## src/rtl/mem_2_axi4_lite_pkg.sv

```systemverilog
// Shared AXI4-Lite definitions for the mem_if to AXI4-Lite bridge.
// Response codes, the fixed protection value and a response classifier.
package mem_2_axi4_lite_pkg;

  typedef enum logic [1:0] {
    OKAY   = 2'b00,
    EXOKAY = 2'b01,
    SLVERR = 2'b10,
    DECERR = 2'b11
  } resp_t;

  localparam logic [2:0] PROT_DEFAULT = 3'b000;

  // Anything other than OKAY is reported to the requester as an error.
  function automatic logic resp_is_err(input logic [1:0] resp);
    return resp_t'(resp) != OKAY;
  endfunction

endpackage

```

## src/rtl/mem_2_axi4_lite_if.sv

```systemverilog
// Bundle of the mem_if request side and the AXI4-Lite manager side of the bridge.
// mem_wstrb exists only when MEM_2_AXI4_LITE_WSTRB_EN is defined.
interface mem_2_axi4_lite_if #(
  parameter int unsigned AXI_ALEN = 32,
  parameter int unsigned MEM_ALEN = 8,
  parameter int unsigned DLEN     = 32
);
  localparam int unsigned SLEN = DLEN / 8;

  // mem side
  logic                mem_ready;
  logic                mem_wen;
  logic [MEM_ALEN-1:0] mem_waddr;
  logic [DLEN-1:0]     mem_wdata;
`ifdef MEM_2_AXI4_LITE_WSTRB_EN
  logic [SLEN-1:0]     mem_wstrb;
`endif
  logic                mem_ren;
  logic [MEM_ALEN-1:0] mem_raddr;
  logic [DLEN-1:0]     mem_rdata;
  logic                mem_rvalid;
  logic                mem_wdone;
  logic                mem_err;

  // AXI side
  logic                axi_awvalid;
  logic                axi_awready;
  logic [AXI_ALEN-1:0] axi_awaddr;
  logic [2:0]          axi_awprot;
  logic                axi_wvalid;
  logic                axi_wready;
  logic [DLEN-1:0]     axi_wdata;
  logic [SLEN-1:0]     axi_wstrb;
  logic                axi_bvalid;
  logic                axi_bready;
  logic [1:0]          axi_bresp;
  logic                axi_arvalid;
  logic                axi_arready;
  logic [AXI_ALEN-1:0] axi_araddr;
  logic [2:0]          axi_arprot;
  logic                axi_rvalid;
  logic                axi_rready;
  logic [DLEN-1:0]     axi_rdata;
  logic [1:0]          axi_rresp;

  // master: the bridge itself
  modport master (
    output mem_ready,
    input  mem_wen, mem_waddr, mem_wdata,
`ifdef MEM_2_AXI4_LITE_WSTRB_EN
    input  mem_wstrb,
`endif
    input  mem_ren, mem_raddr,
    output mem_rdata, mem_rvalid, mem_wdone, mem_err,
    output axi_awvalid, axi_awaddr, axi_awprot,
    input  axi_awready,
    output axi_wvalid, axi_wdata, axi_wstrb,
    input  axi_wready,
    input  axi_bvalid, axi_bresp,
    output axi_bready,
    output axi_arvalid, axi_araddr, axi_arprot,
    input  axi_arready,
    input  axi_rvalid, axi_rdata, axi_rresp,
    output axi_rready
  );

  // slave: the environment (requester plus AXI subordinate)
  modport slave (
    input  mem_ready,
    output mem_wen, mem_waddr, mem_wdata,
`ifdef MEM_2_AXI4_LITE_WSTRB_EN
    output mem_wstrb,
`endif
    output mem_ren, mem_raddr,
    input  mem_rdata, mem_rvalid, mem_wdone, mem_err,
    input  axi_awvalid, axi_awaddr, axi_awprot,
    output axi_awready,
    input  axi_wvalid, axi_wdata, axi_wstrb,
    output axi_wready,
    output axi_bvalid, axi_bresp,
    input  axi_bready,
    input  axi_arvalid, axi_araddr, axi_arprot,
    output axi_arready,
    output axi_rvalid, axi_rdata, axi_rresp,
    input  axi_rready
  );

endinterface

```

## src/rtl/mem_2_axi4_lite.sv

```systemverilog
// Bridge from the single-cycle mem_if request port to an AXI4-Lite manager, one transaction at a time.
// Optional byte strobes on the mem side: define MEM_2_AXI4_LITE_WSTRB_EN.
module mem_2_axi4_lite
  import mem_2_axi4_lite_pkg::*;
#(
  parameter int unsigned AXI_ALEN  = 32,
  parameter int unsigned MEM_ALEN  = 8,
  parameter int unsigned DLEN      = 32,
  parameter logic [63:0] BASE_ADDR = 64'h0
) (
  input logic                clk,
  input logic                rst,
  mem_2_axi4_lite_if.master  bus
);

  localparam int unsigned SLEN   = DLEN / 8;
  localparam int unsigned ASHIFT = $clog2(SLEN);

  typedef enum logic [2:0] {
    IDLE    = 3'd0,
    WR_REQ  = 3'd1,
    WR_RESP = 3'd2,
    RD_REQ  = 3'd3,
    RD_RESP = 3'd4
  } state_t;

  // Word address to byte address, offset by BASE_ADDR and truncated to the bus width.
  function automatic logic [AXI_ALEN-1:0] xlate(input logic [MEM_ALEN-1:0] addr);
    return AXI_ALEN'(BASE_ADDR + (64'(addr) << ASHIFT));
  endfunction

  state_t              state;
  logic                rd_pend;
  logic                ready_q;
  logic                awvalid_q;
  logic                wvalid_q;
  logic                bready_q;
  logic                arvalid_q;
  logic                rready_q;
  logic [AXI_ALEN-1:0] awaddr_q;
  logic [AXI_ALEN-1:0] araddr_q;
  logic [DLEN-1:0]     wdata_q;
  logic [DLEN-1:0]     rdata_q;
  logic                rvalid_q;
  logic                wdone_q;
  logic                err_q;
`ifdef MEM_2_AXI4_LITE_WSTRB_EN
  logic [SLEN-1:0]     wstrb_q;
`endif

  // A write channel counts as done once its handshake has happened, now or earlier.
  logic aw_done;
  logic w_done;
  assign aw_done = !awvalid_q || bus.axi_awready;
  assign w_done  = !wvalid_q  || bus.axi_wready;

  always_ff @(posedge clk or posedge rst) begin
    if (rst) begin
      state     <= IDLE;
      rd_pend   <= 1'b0;
      ready_q   <= 1'b1;
      awvalid_q <= 1'b0;
      wvalid_q  <= 1'b0;
      bready_q  <= 1'b0;
      arvalid_q <= 1'b0;
      rready_q  <= 1'b0;
      awaddr_q  <= '0;
      araddr_q  <= '0;
      wdata_q   <= '0;
      rdata_q   <= '0;
      rvalid_q  <= 1'b0;
      wdone_q   <= 1'b0;
      err_q     <= 1'b0;
`ifdef MEM_2_AXI4_LITE_WSTRB_EN
      wstrb_q   <= '1;
`endif
    end else begin
      rvalid_q <= 1'b0;
      wdone_q  <= 1'b0;
      err_q    <= 1'b0;

      unique case (state)
        IDLE: begin
          // A write wins; a simultaneous read is parked in rd_pend behind it.
          if (bus.mem_wen) begin
            awaddr_q  <= xlate(bus.mem_waddr);
            wdata_q   <= bus.mem_wdata;
`ifdef MEM_2_AXI4_LITE_WSTRB_EN
            wstrb_q   <= bus.mem_wstrb;
`endif
            awvalid_q <= 1'b1;
            wvalid_q  <= 1'b1;
            ready_q   <= 1'b0;
            state     <= WR_REQ;
            if (bus.mem_ren) begin
              araddr_q <= xlate(bus.mem_raddr);
              rd_pend  <= 1'b1;
            end
          end else if (bus.mem_ren) begin
            araddr_q  <= xlate(bus.mem_raddr);
            arvalid_q <= 1'b1;
            ready_q   <= 1'b0;
            state     <= RD_REQ;
          end
        end

        WR_REQ: begin
          if (awvalid_q && bus.axi_awready) awvalid_q <= 1'b0;
          if (wvalid_q && bus.axi_wready)   wvalid_q  <= 1'b0;
          if (aw_done && w_done) begin
            bready_q <= 1'b1;
            state    <= WR_RESP;
          end
        end

        WR_RESP: begin
          if (bus.axi_bvalid) begin
            bready_q <= 1'b0;
            wdone_q  <= 1'b1;
            err_q    <= resp_is_err(bus.axi_bresp);
            if (rd_pend) begin
              arvalid_q <= 1'b1;
              state     <= RD_REQ;
            end else begin
              ready_q <= 1'b1;
              state   <= IDLE;
            end
          end
        end

        RD_REQ: begin
          if (bus.axi_arready) begin
            arvalid_q <= 1'b0;
            rready_q  <= 1'b1;
            state     <= RD_RESP;
          end
        end

        RD_RESP: begin
          if (bus.axi_rvalid) begin
            rready_q <= 1'b0;
            rdata_q  <= bus.axi_rdata;
            rvalid_q <= 1'b1;
            err_q    <= resp_is_err(bus.axi_rresp);
            rd_pend  <= 1'b0;
            ready_q  <= 1'b1;
            state    <= IDLE;
          end
        end

        default: begin
          state   <= IDLE;
          ready_q <= !rd_pend;
        end
      endcase
    end
  end

  assign bus.mem_ready   = ready_q;
  assign bus.mem_rdata   = rdata_q;
  assign bus.mem_rvalid  = rvalid_q;
  assign bus.mem_wdone   = wdone_q;
  assign bus.mem_err     = err_q;

  assign bus.axi_awvalid = awvalid_q;
  assign bus.axi_awaddr  = awaddr_q;
  assign bus.axi_awprot  = PROT_DEFAULT;
  assign bus.axi_wvalid  = wvalid_q;
  assign bus.axi_wdata   = wdata_q;
`ifdef MEM_2_AXI4_LITE_WSTRB_EN
  assign bus.axi_wstrb   = wstrb_q;
`else
  assign bus.axi_wstrb   = '1;
`endif
  assign bus.axi_bready  = bready_q;
  assign bus.axi_arvalid = arvalid_q;
  assign bus.axi_araddr  = araddr_q;
  assign bus.axi_arprot  = PROT_DEFAULT;
  assign bus.axi_rready  = rready_q;

endmodule
```

## src/flat_wrapper.sv

```systemverilog
// flat-port wrapper written by rule: the top's interface ports become plain ports
module mem_2_axi4_lite_flat import mem_2_axi4_lite_pkg::*;
#(
  parameter int unsigned AXI_ALEN  = 32,
  parameter int unsigned MEM_ALEN  = 8,
  parameter int unsigned DLEN      = 32,
  parameter logic [63:0] BASE_ADDR = 64'h0
)
  (clk, rst, bus_mem_ready, bus_mem_wen, bus_mem_waddr, bus_mem_wdata, bus_mem_ren, bus_mem_raddr, bus_mem_rdata, bus_mem_rvalid, bus_mem_wdone, bus_mem_err, bus_axi_awvalid, bus_axi_awaddr, bus_axi_awprot, bus_axi_awready, bus_axi_wvalid, bus_axi_wdata, bus_axi_wstrb, bus_axi_wready, bus_axi_bvalid, bus_axi_bresp, bus_axi_bready, bus_axi_arvalid, bus_axi_araddr, bus_axi_arprot, bus_axi_arready, bus_axi_rvalid, bus_axi_rdata, bus_axi_rresp, bus_axi_rready);
  mem_2_axi4_lite_if #(.AXI_ALEN(AXI_ALEN), .MEM_ALEN(MEM_ALEN), .DLEN(DLEN)) bus_i ();
  input logic clk;
  input logic rst;
  output wire logic [$bits(bus_i.mem_ready)-1:0] bus_mem_ready;
  input wire logic [$bits(bus_i.mem_wen)-1:0] bus_mem_wen;
  input wire logic [$bits(bus_i.mem_waddr)-1:0] bus_mem_waddr;
  input wire logic [$bits(bus_i.mem_wdata)-1:0] bus_mem_wdata;
  input wire logic [$bits(bus_i.mem_ren)-1:0] bus_mem_ren;
  input wire logic [$bits(bus_i.mem_raddr)-1:0] bus_mem_raddr;
  output wire logic [$bits(bus_i.mem_rdata)-1:0] bus_mem_rdata;
  output wire logic [$bits(bus_i.mem_rvalid)-1:0] bus_mem_rvalid;
  output wire logic [$bits(bus_i.mem_wdone)-1:0] bus_mem_wdone;
  output wire logic [$bits(bus_i.mem_err)-1:0] bus_mem_err;
  output wire logic [$bits(bus_i.axi_awvalid)-1:0] bus_axi_awvalid;
  output wire logic [$bits(bus_i.axi_awaddr)-1:0] bus_axi_awaddr;
  output wire logic [$bits(bus_i.axi_awprot)-1:0] bus_axi_awprot;
  input wire logic [$bits(bus_i.axi_awready)-1:0] bus_axi_awready;
  output wire logic [$bits(bus_i.axi_wvalid)-1:0] bus_axi_wvalid;
  output wire logic [$bits(bus_i.axi_wdata)-1:0] bus_axi_wdata;
  output wire logic [$bits(bus_i.axi_wstrb)-1:0] bus_axi_wstrb;
  input wire logic [$bits(bus_i.axi_wready)-1:0] bus_axi_wready;
  input wire logic [$bits(bus_i.axi_bvalid)-1:0] bus_axi_bvalid;
  input wire logic [$bits(bus_i.axi_bresp)-1:0] bus_axi_bresp;
  output wire logic [$bits(bus_i.axi_bready)-1:0] bus_axi_bready;
  output wire logic [$bits(bus_i.axi_arvalid)-1:0] bus_axi_arvalid;
  output wire logic [$bits(bus_i.axi_araddr)-1:0] bus_axi_araddr;
  output wire logic [$bits(bus_i.axi_arprot)-1:0] bus_axi_arprot;
  input wire logic [$bits(bus_i.axi_arready)-1:0] bus_axi_arready;
  input wire logic [$bits(bus_i.axi_rvalid)-1:0] bus_axi_rvalid;
  input wire logic [$bits(bus_i.axi_rdata)-1:0] bus_axi_rdata;
  input wire logic [$bits(bus_i.axi_rresp)-1:0] bus_axi_rresp;
  output wire logic [$bits(bus_i.axi_rready)-1:0] bus_axi_rready;
  assign bus_mem_ready = bus_i.mem_ready;
  assign bus_i.mem_wen = bus_mem_wen;
  assign bus_i.mem_waddr = bus_mem_waddr;
  assign bus_i.mem_wdata = bus_mem_wdata;
  assign bus_i.mem_ren = bus_mem_ren;
  assign bus_i.mem_raddr = bus_mem_raddr;
  assign bus_mem_rdata = bus_i.mem_rdata;
  assign bus_mem_rvalid = bus_i.mem_rvalid;
  assign bus_mem_wdone = bus_i.mem_wdone;
  assign bus_mem_err = bus_i.mem_err;
  assign bus_axi_awvalid = bus_i.axi_awvalid;
  assign bus_axi_awaddr = bus_i.axi_awaddr;
  assign bus_axi_awprot = bus_i.axi_awprot;
  assign bus_i.axi_awready = bus_axi_awready;
  assign bus_axi_wvalid = bus_i.axi_wvalid;
  assign bus_axi_wdata = bus_i.axi_wdata;
  assign bus_axi_wstrb = bus_i.axi_wstrb;
  assign bus_i.axi_wready = bus_axi_wready;
  assign bus_i.axi_bvalid = bus_axi_bvalid;
  assign bus_i.axi_bresp = bus_axi_bresp;
  assign bus_axi_bready = bus_i.axi_bready;
  assign bus_axi_arvalid = bus_i.axi_arvalid;
  assign bus_axi_araddr = bus_i.axi_araddr;
  assign bus_axi_arprot = bus_i.axi_arprot;
  assign bus_i.axi_arready = bus_axi_arready;
  assign bus_i.axi_rvalid = bus_axi_rvalid;
  assign bus_i.axi_rdata = bus_axi_rdata;
  assign bus_i.axi_rresp = bus_axi_rresp;
  assign bus_axi_rready = bus_i.axi_rready;
  mem_2_axi4_lite #(.AXI_ALEN(AXI_ALEN), .MEM_ALEN(MEM_ALEN), .DLEN(DLEN), .BASE_ADDR(BASE_ADDR)) u_core (.clk(clk), .rst(rst), .bus(bus_i));
endmodule
```

## config.mk

```make
export PLATFORM = sky130hd
export DESIGN_NAME = mem_2_axi4_lite_flat
export DESIGN_NICKNAME = d
export VERILOG_FILES = /design/src/rtl/mem_2_axi4_lite_pkg.sv /design/src/rtl/mem_2_axi4_lite_if.sv /design/src/rtl/mem_2_axi4_lite.sv /design/src/flat_wrapper.sv
export SDC_FILE = /design/constraint.sdc
export NUM_CORES = 1
export LEC_CHECK = 0
export CORE_MARGIN = 2
export CORE_UTILIZATION = 41
export DETAILED_ROUTE_END_ITERATION = 7
export HOLD_SLACK_MARGIN = 0.15
export PLACE_DENSITY = 0.86
export SLEW_MARGIN = 20
export SYNTH_ARGS = -nofsm -noshare
export SYNTH_HDL_FRONTEND = slang
export SYNTH_SLANG_ARGS = --single-unit
```

## constraint.sdc

```tcl
create_clock -name clk -period 8.6 [get_ports clk]
set_input_delay 0.86 -clock clk [delete_from_list [all_inputs] [get_ports clk]]
set_output_delay 0.86 -clock clk [all_outputs]
set_load 0.005 [all_outputs]
```

==> results.md, run 1 <==
- The run finished with clean final reports.
- The number of detailed-route iterations in the first pass is 4.
- After routing, the total negative slack on setup checks comes to 0 ns.
- The share of the yosys chip area belonging to registers is 56.45%.
- For this run, the top clock speed supported by timing is 0.4226 GHz.
- The post-route netlist has 20.37% of its cells at a drive strength greater than 1.
- The switching power is 0.5023 mW.
- The total power consumption of the routed design is 1.795 mW.
- Setup repair after global routing left no endpoint under its margin.
- The detail route stage leaves a number of antenna-violating nets equal to 0.
- The number of antenna violations at the first check in global routing is 0.
- The aggregate global-route resource usage is 16.91%.
- The routed length per placed instance is 14.89 um.
- In this run the core area contains 36 standard-cell rows.
- The total count of hold-check failures in the final report is 0.
- The number of I/O pins is 240.
- The max-slew violation count is 0.
- The setup skew after layout is 0.005564 ns.
- The share of power burned in the clock network is 13.8%.
- The post-detailed-route DRC marker count is 0.
- The worst supply voltage drop on vdd is 0.1303 mV.
- The class of the worst hold path is register to register.
- The worst-case clock buffer depth is 2.
- The cell sitting at the root of the clock tree is a sky130_fd_sc_hd__clkbuf_8.
- The number of clock sinks is 93.
- The core region is 9774 um2.
- The wire-length estimate of the detail-placed layout is 7.048 mm.
- From left edge to right edge, the die measures 104.3 um.
- Dividing the final minimum period by the clock period gives 27.52%.
- The first global-routing pass estimated 14.55 mm of wire.
- The CTS H-tree depth is 3.
- The analysis attributes to cell leakage a power of 2.565 nW.
- The share of power burned in registers is 42.6%.
- The worst setup path category is primary input to register.
- Combinational cells account for 43.6% of the total power.
- Dividing the detail-routed via count by the number of cells gives 4.445.
- The placer's final routability congestion estimate is 0.8046.
- The largest fanout on the critical path is 40.
- The count of buffers from port buffering is 181.
- After clock tree synthesis, the clock-pin slew on the worst setup and hold paths is 0.08 ns.
- The growth of design area from synthesis to finish is 44.04%.
- The floorplan step defined a die boundary enclosing 10,880 um2.
- The mean cell area of the mapped netlist is 13.94 um2.
- The CTS tree is yes.
- The tool flagged a number of max-cap violations equal to 0.
- The biggest area contributor in the post-synthesis netlist is sky130_fd_sc_hd__dfrtp_1.
- The kind of capture point of the worst setup path is a register.
- After synthesis, the cell types taking the most area are sky130_fd_sc_hd__dfrtp_1, sky130_fd_sc_hd__mux2_2, sky130_fd_sc_hd__buf_4, sky130_fd_sc_hd__buf_6, sky130_fd_sc_hd__mux2_1.
- For this run, the number of Yosys warnings is 0.
- For this run, the number of standard cells in the final layout without fillers is 614.
- For the worst setup path, the data required time is 8.84 ns.
- The share of the synthesized area in the top cell type is 55.81%.
- The kind of start point of the critical path is a primary input.
- Net switching is 27.98% of the power.
- After the first detailed-routing iteration, the DRC count stood at 106.
- At the pin with the least slew margin, the transition time is 0.7225 ns.
- The number of global-route vias before repair was 2,879.
- The commonest non-fill, non-tap cell in the layout is sky130_fd_sc_hd__clkdlybuf4s50_1.
- Internal power comes to 1.293 mW.
- Measured along the y axis, the die boundary spans 104.3 um.
- The number of antenna diodes in the final layout is 0.
- Entering global routing, the biggest net connects 49 pins.
- The power density normalized to cell area is 302.1 nW/um2.
- The total of hold buffers inserted after clock tree synthesis is 0.
- In the layout the commonest cells are sky130_fd_sc_hd__clkdlybuf4s50_1, sky130_fd_sc_hd__dfrtp_1, sky130_fd_sc_hd__mux2_2.
- The count of buffers added by post-CTS timing repair for setup is 0.
- The vias after detailed routing is 2,729.
- After clock tree synthesis, the repair step resized 0 gates.
- The mapped cell area is 4125 um2.
- In the final design database the tool counted 570 nets.
- Counting flops and latches in the post-synthesis netlist gives 93.
- The clock period minus worst slack is 2.366 ns.
- The arrival time reported for the critical path endpoint is 2.60 ns.
- The headroom to the max-slew limit is 51.63%.
- The CTS buffer count is 9.
- The synthesized netlist contains 33 unique library cells.
- For this run the aggregate overflow at the end of global routing stands at 0.
- The number of cells in the design after placement is 599.
- The total length of routed wires is 9.144 mm.
- Setup violations remaining at the end of the flow were counted as 0.
- Once the floorplan was initialized, standard cells occupied 42.20% of the core.
- The worst register-to-register path has a setup slack of 6.57 ns.
- The clock latency reported for the late side of the worst-skew pair is 0.35 ns.
- The synthesized instance count is 296.
state kept, by name, indices dropped and copies added (netlist names), 3 cells and up:
signal / cells
u_core.bus.axi_wdata: 32
u_core.bus.axi_awaddr: 8
u_core.bus.mem_rdata: 32
u_core.bus.axi_araddr: 8
u_core.state: 3
critical path: stages:
cell and delay (ns):
sky130_fd_sc_hd__clkdlybuf4s50_1 0.58, sky130_fd_sc_hd__inv_1 0.13, sky130_fd_sc_hd__nor4_4 0.14, sky130_fd_sc_hd__buf_4 0.46, sky130_fd_sc_hd__mux2_2 0.40
power groups by stage:
| stage | clock [mW] | combinational (mW) | sequential, mW |
|---|---|---|---|
| global placement | 0 | 0.768 | 0.762 |
| detailed placement | 0 | 0.795 | 0.775 |
| CTS | 0.261 | 0.798 | 0.768 |
| floorplan | 0 | 0.345 | 0.762 |
| finish | 0.248 | 0.783 | 0.765 |
| global route | 0.278 | 0.841 | 0.793 |
final cells by class:
class / count / area [um2]
fill: 792 / 3832
multi-input combinational: 184 / 1436
inverter: 6 / 25.02
tap: 133 / 166.4
sequential: 93 / 2328
clock inverter: 2 / 10.01
clock buffer: 13 / 148.9
timing repair buffer: 183 / 1827
kinds of logic (layout without fill, tap and decap cells):
| group | after synthesis | count (layout) | synth area share, % |
|---|---|---|---|
| other cells | 2 | 58 | 0.1821 |
| buf+inv | 75 | 204 | 13.83 |
| compound gates | 17 | 17 | 2.791 |
| simple gates | 29 | 29 | 4.913 |
| flops | 93 | 93 | 56.45 |
| mux | 80 | 80 | 21.84 |
synth_stat cells (all sizes together):
cell type  count
nand2          5
nor2           6
nor3           1
or3b           1
o311ai         1
o21ai          5
o21bai         1
a31o           1
nor2b          3
conb           2
and4bb         1
o21a           1
mux2          80
dfstp          1
inv            6
o2bb2ai        2
nor4b          1
dfrtp         92
a21oi          3
nand3          2
nand4          1
nand2b         4
a221oi         1
a32oi          1
nor4           1
o211ai         1
and4b          1
buf           69
and2           2
final timing paths:
| kind | startpoint | to | cells past startpoint |
|---|---|---|---|
| worst max-delay path | bus_mem_wen | u_core.bus.axi_wdata[6] | 5 |
| worst min-delay path | u_core.bus.axi_wdata[27] | u_core.bus.axi_wdata[27] | 1 |
| worst max register to register | u_core.state[0] | u_core.bus.mem_rdata[16] | 4 |
| worst min register to register | u_core.bus.axi_wdata[27] | u_core.bus.axi_wdata[27] | 1 |
| max in group asynchronous | rst | u_core.bus.axi_wdata[12] | 3 |
| min in group asynchronous | rst | u_core.bus.mem_wdone | 2 |
metrics by stage:
stage | setup slack [ns] | hold WS, ns | utilization [%] | cell area [um2]
after floorplan | 5.321 | 0.4828 | - | 4335
after global placement | 5.901 | 0.4701 | 59.17 | 5783
after detailed placement | 5.848 | 0.4740 | 59.17 | 5783
after CTS | 6.244 | 0.4929 | 60.79 | 5942
after global routing | 6.202 | 0.5206 | 60.79 | 5942
final | 6.234 | 0.4890 | 60.79 | 5942
layer usage:
layer / part of all wire (%) / GRT usage [%] / vias up
met4: 1.8 / 7.239 / 0
met1: 36 / 17.90 / 1314
met3: 9.7 / 6.203 / 14
li1: - / - / 1251
met2: 53 / 30.07 / 150
met5: 0 / 0 / -
No activity file was read; power rests on OpenSTA's default activity.
==> run 2, diff against run 1 <==
- CORE_UTILIZATION: 41 -> 34
- PLACE_DENSITY: 0.86 -> 0.76
- clock period: 8.6 -> 2.09 ns (I/O delays scaled with it)
==> results.md, run 2 (synthesized netlist as in run 1, its figures left out) <==
- The total power consumption of the routed design came to 8.091 mW (+350%).
- The utilization after layout is 51.86% (-8.9 points).
- The worst reg2reg path depth is 5 (+1).
- The max-slew violation count is 0 (unchanged).
- The clock period minus worst slack is 1.773 ns.
- The largest fanout on the critical path was 34 (-15%).
- The number of nets in the finished design is 573 (+0.53%).
- The timing endpoint of the critical path is u_core.bus.mem_rdata[24].
- The clock latency reported for the late side of the worst-skew pair came to 0.33 ns (-0.02 ns).
- The kind of capture point of the worst setup path is a register.
- The delay contributed by the slowest stage of the critical path is 0.55 ns (-0.03 ns).
- The aggregate global-route resource usage is 13.86% (-3.0 points).
- The required time reported for the critical path endpoint is 2.30 ns (-6.54 ns).
- The post-detailed-route DRC marker count is 0 (unchanged).
- The placed wire-length estimate after detailed placement is 6.802 mm (-3.5%).
- Setup repair after global routing left no endpoint under its margin.
- The overall die width was 114.2 um (+9.4%).
- The worst-case clock buffer depth was 2 (unchanged).
- The transition at the pin with the smallest max-transition slack is 0.5298 ns (-0.1927 ns).
- The DRC violation total after the first TritonRoute iteration is 122 (+15%).
- The aggregate global routing overflow is 0 (unchanged).
- The share of final-layout standard cells stronger than drive strength 1 is 21.28% (+0.91 points).
- The final sum of negative setup slack is 0 ns (unchanged).
- Broken down by cell family, the worst path's largest delay share belongs to flip-flops.
- The number of diodes was 0 (unchanged).
- The wire length of the first global-routing pass came to 14.13 mm (-2.8%).
- The placer's final routability congestion estimate came to 0.8507 (+5.7%).
- The remaining number of nets flagged by the antenna check after routing came to 0 (unchanged).
- The slowest cell on the critical path is sky130_fd_sc_hd__dfrtp_1.
- The routed length per placed instance is 14.09 um (-5.4%).
- The headroom to the max-slew limit is 64.68% (+13 points).
- The number of antenna violations at the first check in global routing is 0 (unchanged).
- The number of I/O pins is 240 (unchanged).
- The worst register-to-register path ends at u_core.bus.mem_rdata[24].
- The worst supply voltage drop on vdd was 0.7626 mV (+490%).
- TritonCTS built the clock tree.
- The CTS buffer count is 9 (unchanged).
- The root buffer cell is sky130_fd_sc_hd__clkbuf_16.
- The number of detailed-route iterations in the first pass is 4 (unchanged).
- Traced cell by cell, the critical path runs through nor2_4 -> nand3_1 -> inv_2 -> buf_12 -> mux2_2.
- The growth of design area from synthesis to finish is 49.74%.
- The register-to-register setup slack is 0.32 ns (-6.25 ns).
- The final-layout worst hold slack is 0.2963 ns (-0.1927 ns).
- The arrival time reported for the critical path endpoint came to 1.98 ns (-0.62 ns).
- The ratio of final minimum period to clock period is 84.83%.
- The CTS H-tree depth is 3 (unchanged).
- The final setup violation count is 0 (unchanged).
- The initial core utilization is 34.63% (-7.6 points).
- The quantity of gates resized following cts is 0 (unchanged).
- Leaving out fill and tap cells, the most frequent cell in the layout is sky130_fd_sc_hd__clkdlybuf4s50_1.
- The register clock-pin slew on the reported worst setup and hold paths came to 0.06 ns (-0.02 ns).
- The total length of routed wires is 8.890 mm (-2.8%).
- The top cell types in the final layout, fill and taps aside, are sky130_fd_sc_hd__clkdlybuf4s50_1, sky130_fd_sc_hd__dfrtp_1, sky130_fd_sc_hd__mux2_2.
- The mean number of vias per cell is 4.388 (-1.3%).
- The worst register-to-register path begins at u_core.state[1].
- STA classifies the critical path startpoint as a register.
- The number of clock sinks is 93 (unchanged).
- The total non-filler cell area in the finished layout is 6177 um2 (+4.0%).
- The filler cell count in the final layout is 1,027 (+30%).
- The total of hold buffers inserted after clock tree synthesis was 0 (unchanged).
- The setup skew after layout is 0.008805 ns (+0.003241 ns).
- The total count of hold-check failures in the final report is 0 (unchanged).
- Based on the critical path, the design can be clocked at up to 0.5640 GHz.
- The critical path depth in cells is 5 (unchanged).
- The number of violations of the max-capacitance limit came to 0 (unchanged).
- The core area is 11,910 um2 (+22%).
- The pin count of the biggest net entering global routing came to 52 (+6.1%).
- The number of buffers and inverters on the critical path came to 2 (-1).
- The post-detailed-placement cell area is 5862 um2 (+1.4%).
- The leakage power figure was 2.655 nW (+3.5%).
- The beginning of the critical path is u_core.state[1].
- The vias after detailed routing was 2,769 (+1.5%).
- The worst setup path category is register to register.
- The number of global-route vias before repair is 2,844 (-1.2%).
- The count of buffers added by post-CTS timing repair for setup is 0 (unchanged).
- The class of the worst hold path is primary input to async pin.
- The run finished with clean final reports.
- The die height was 114.2 um (+9.4%).
- The number of core rows is 40 (+11%).
- The count of buffers from port buffering is 181 (unchanged).
- The power density normalized to cell area is 1310 nW/um2 (+330%).
- The full die area was 13,030 um2 (+20%).
[run 2: stage by stage]
step	setup WS [ns]	std cells
detailed placement	0.2181	616
global route	0.1920	631
floorplan	0.5606	352
CTS	0.3214	631
global placement	0.2587	616
finish	0.3170	631
[run 2: power breakdown]
part	internal [mW]	leakage [nW]	switching, mW	total (mW)
registers	2.63	1.13	0.517	3.14
clock network	1.07	0.152	0.644	1.72
logic	2.27	1.37	0.960	3.23
[run 2: worst min path at each step]
stage	endpoint	slack, ns	depth (start not counted)
floorplan	u_core.state[2]	0.31	1
global placement	u_core.bus.mem_rdata[21]	0.47	1
detailed placement	u_core.bus.mem_rdata[21]	0.48	1
CTS	u_core.bus.mem_rdata[29]	0.31	3
global route	u_core.bus.mem_rdata[29]	0.31	3
finish	u_core.bus.mem_rdata[29]	0.30	3
[run 2: per-layer routing]
metal  vias up  track usage [%]  wire (um)
met5         -                0          0
met4         0            6.504        125
met3        11            5.611        999
met2       162            23.17       4542
met1      1340            15.46       3222
li1       1256                -          -
[run 2: final cells by class]
cell class              instances  area [um2]  share of cell area, %
clock inverters                 4       72.57                  1.175
flip-flops and latches         93        2328                  37.69
inverters                       6       26.28                 0.4254
repair buffers                186        1887                  30.54
clock buffers                  11       242.7                  3.930
multi-input cells             184        1436                  23.25
well taps                     147       183.9                  2.978
[run 2: tightest hold or removal path: cells and delay by family]
kind                   cells  cell delay [ns]
buffers and inverters      3             0.79
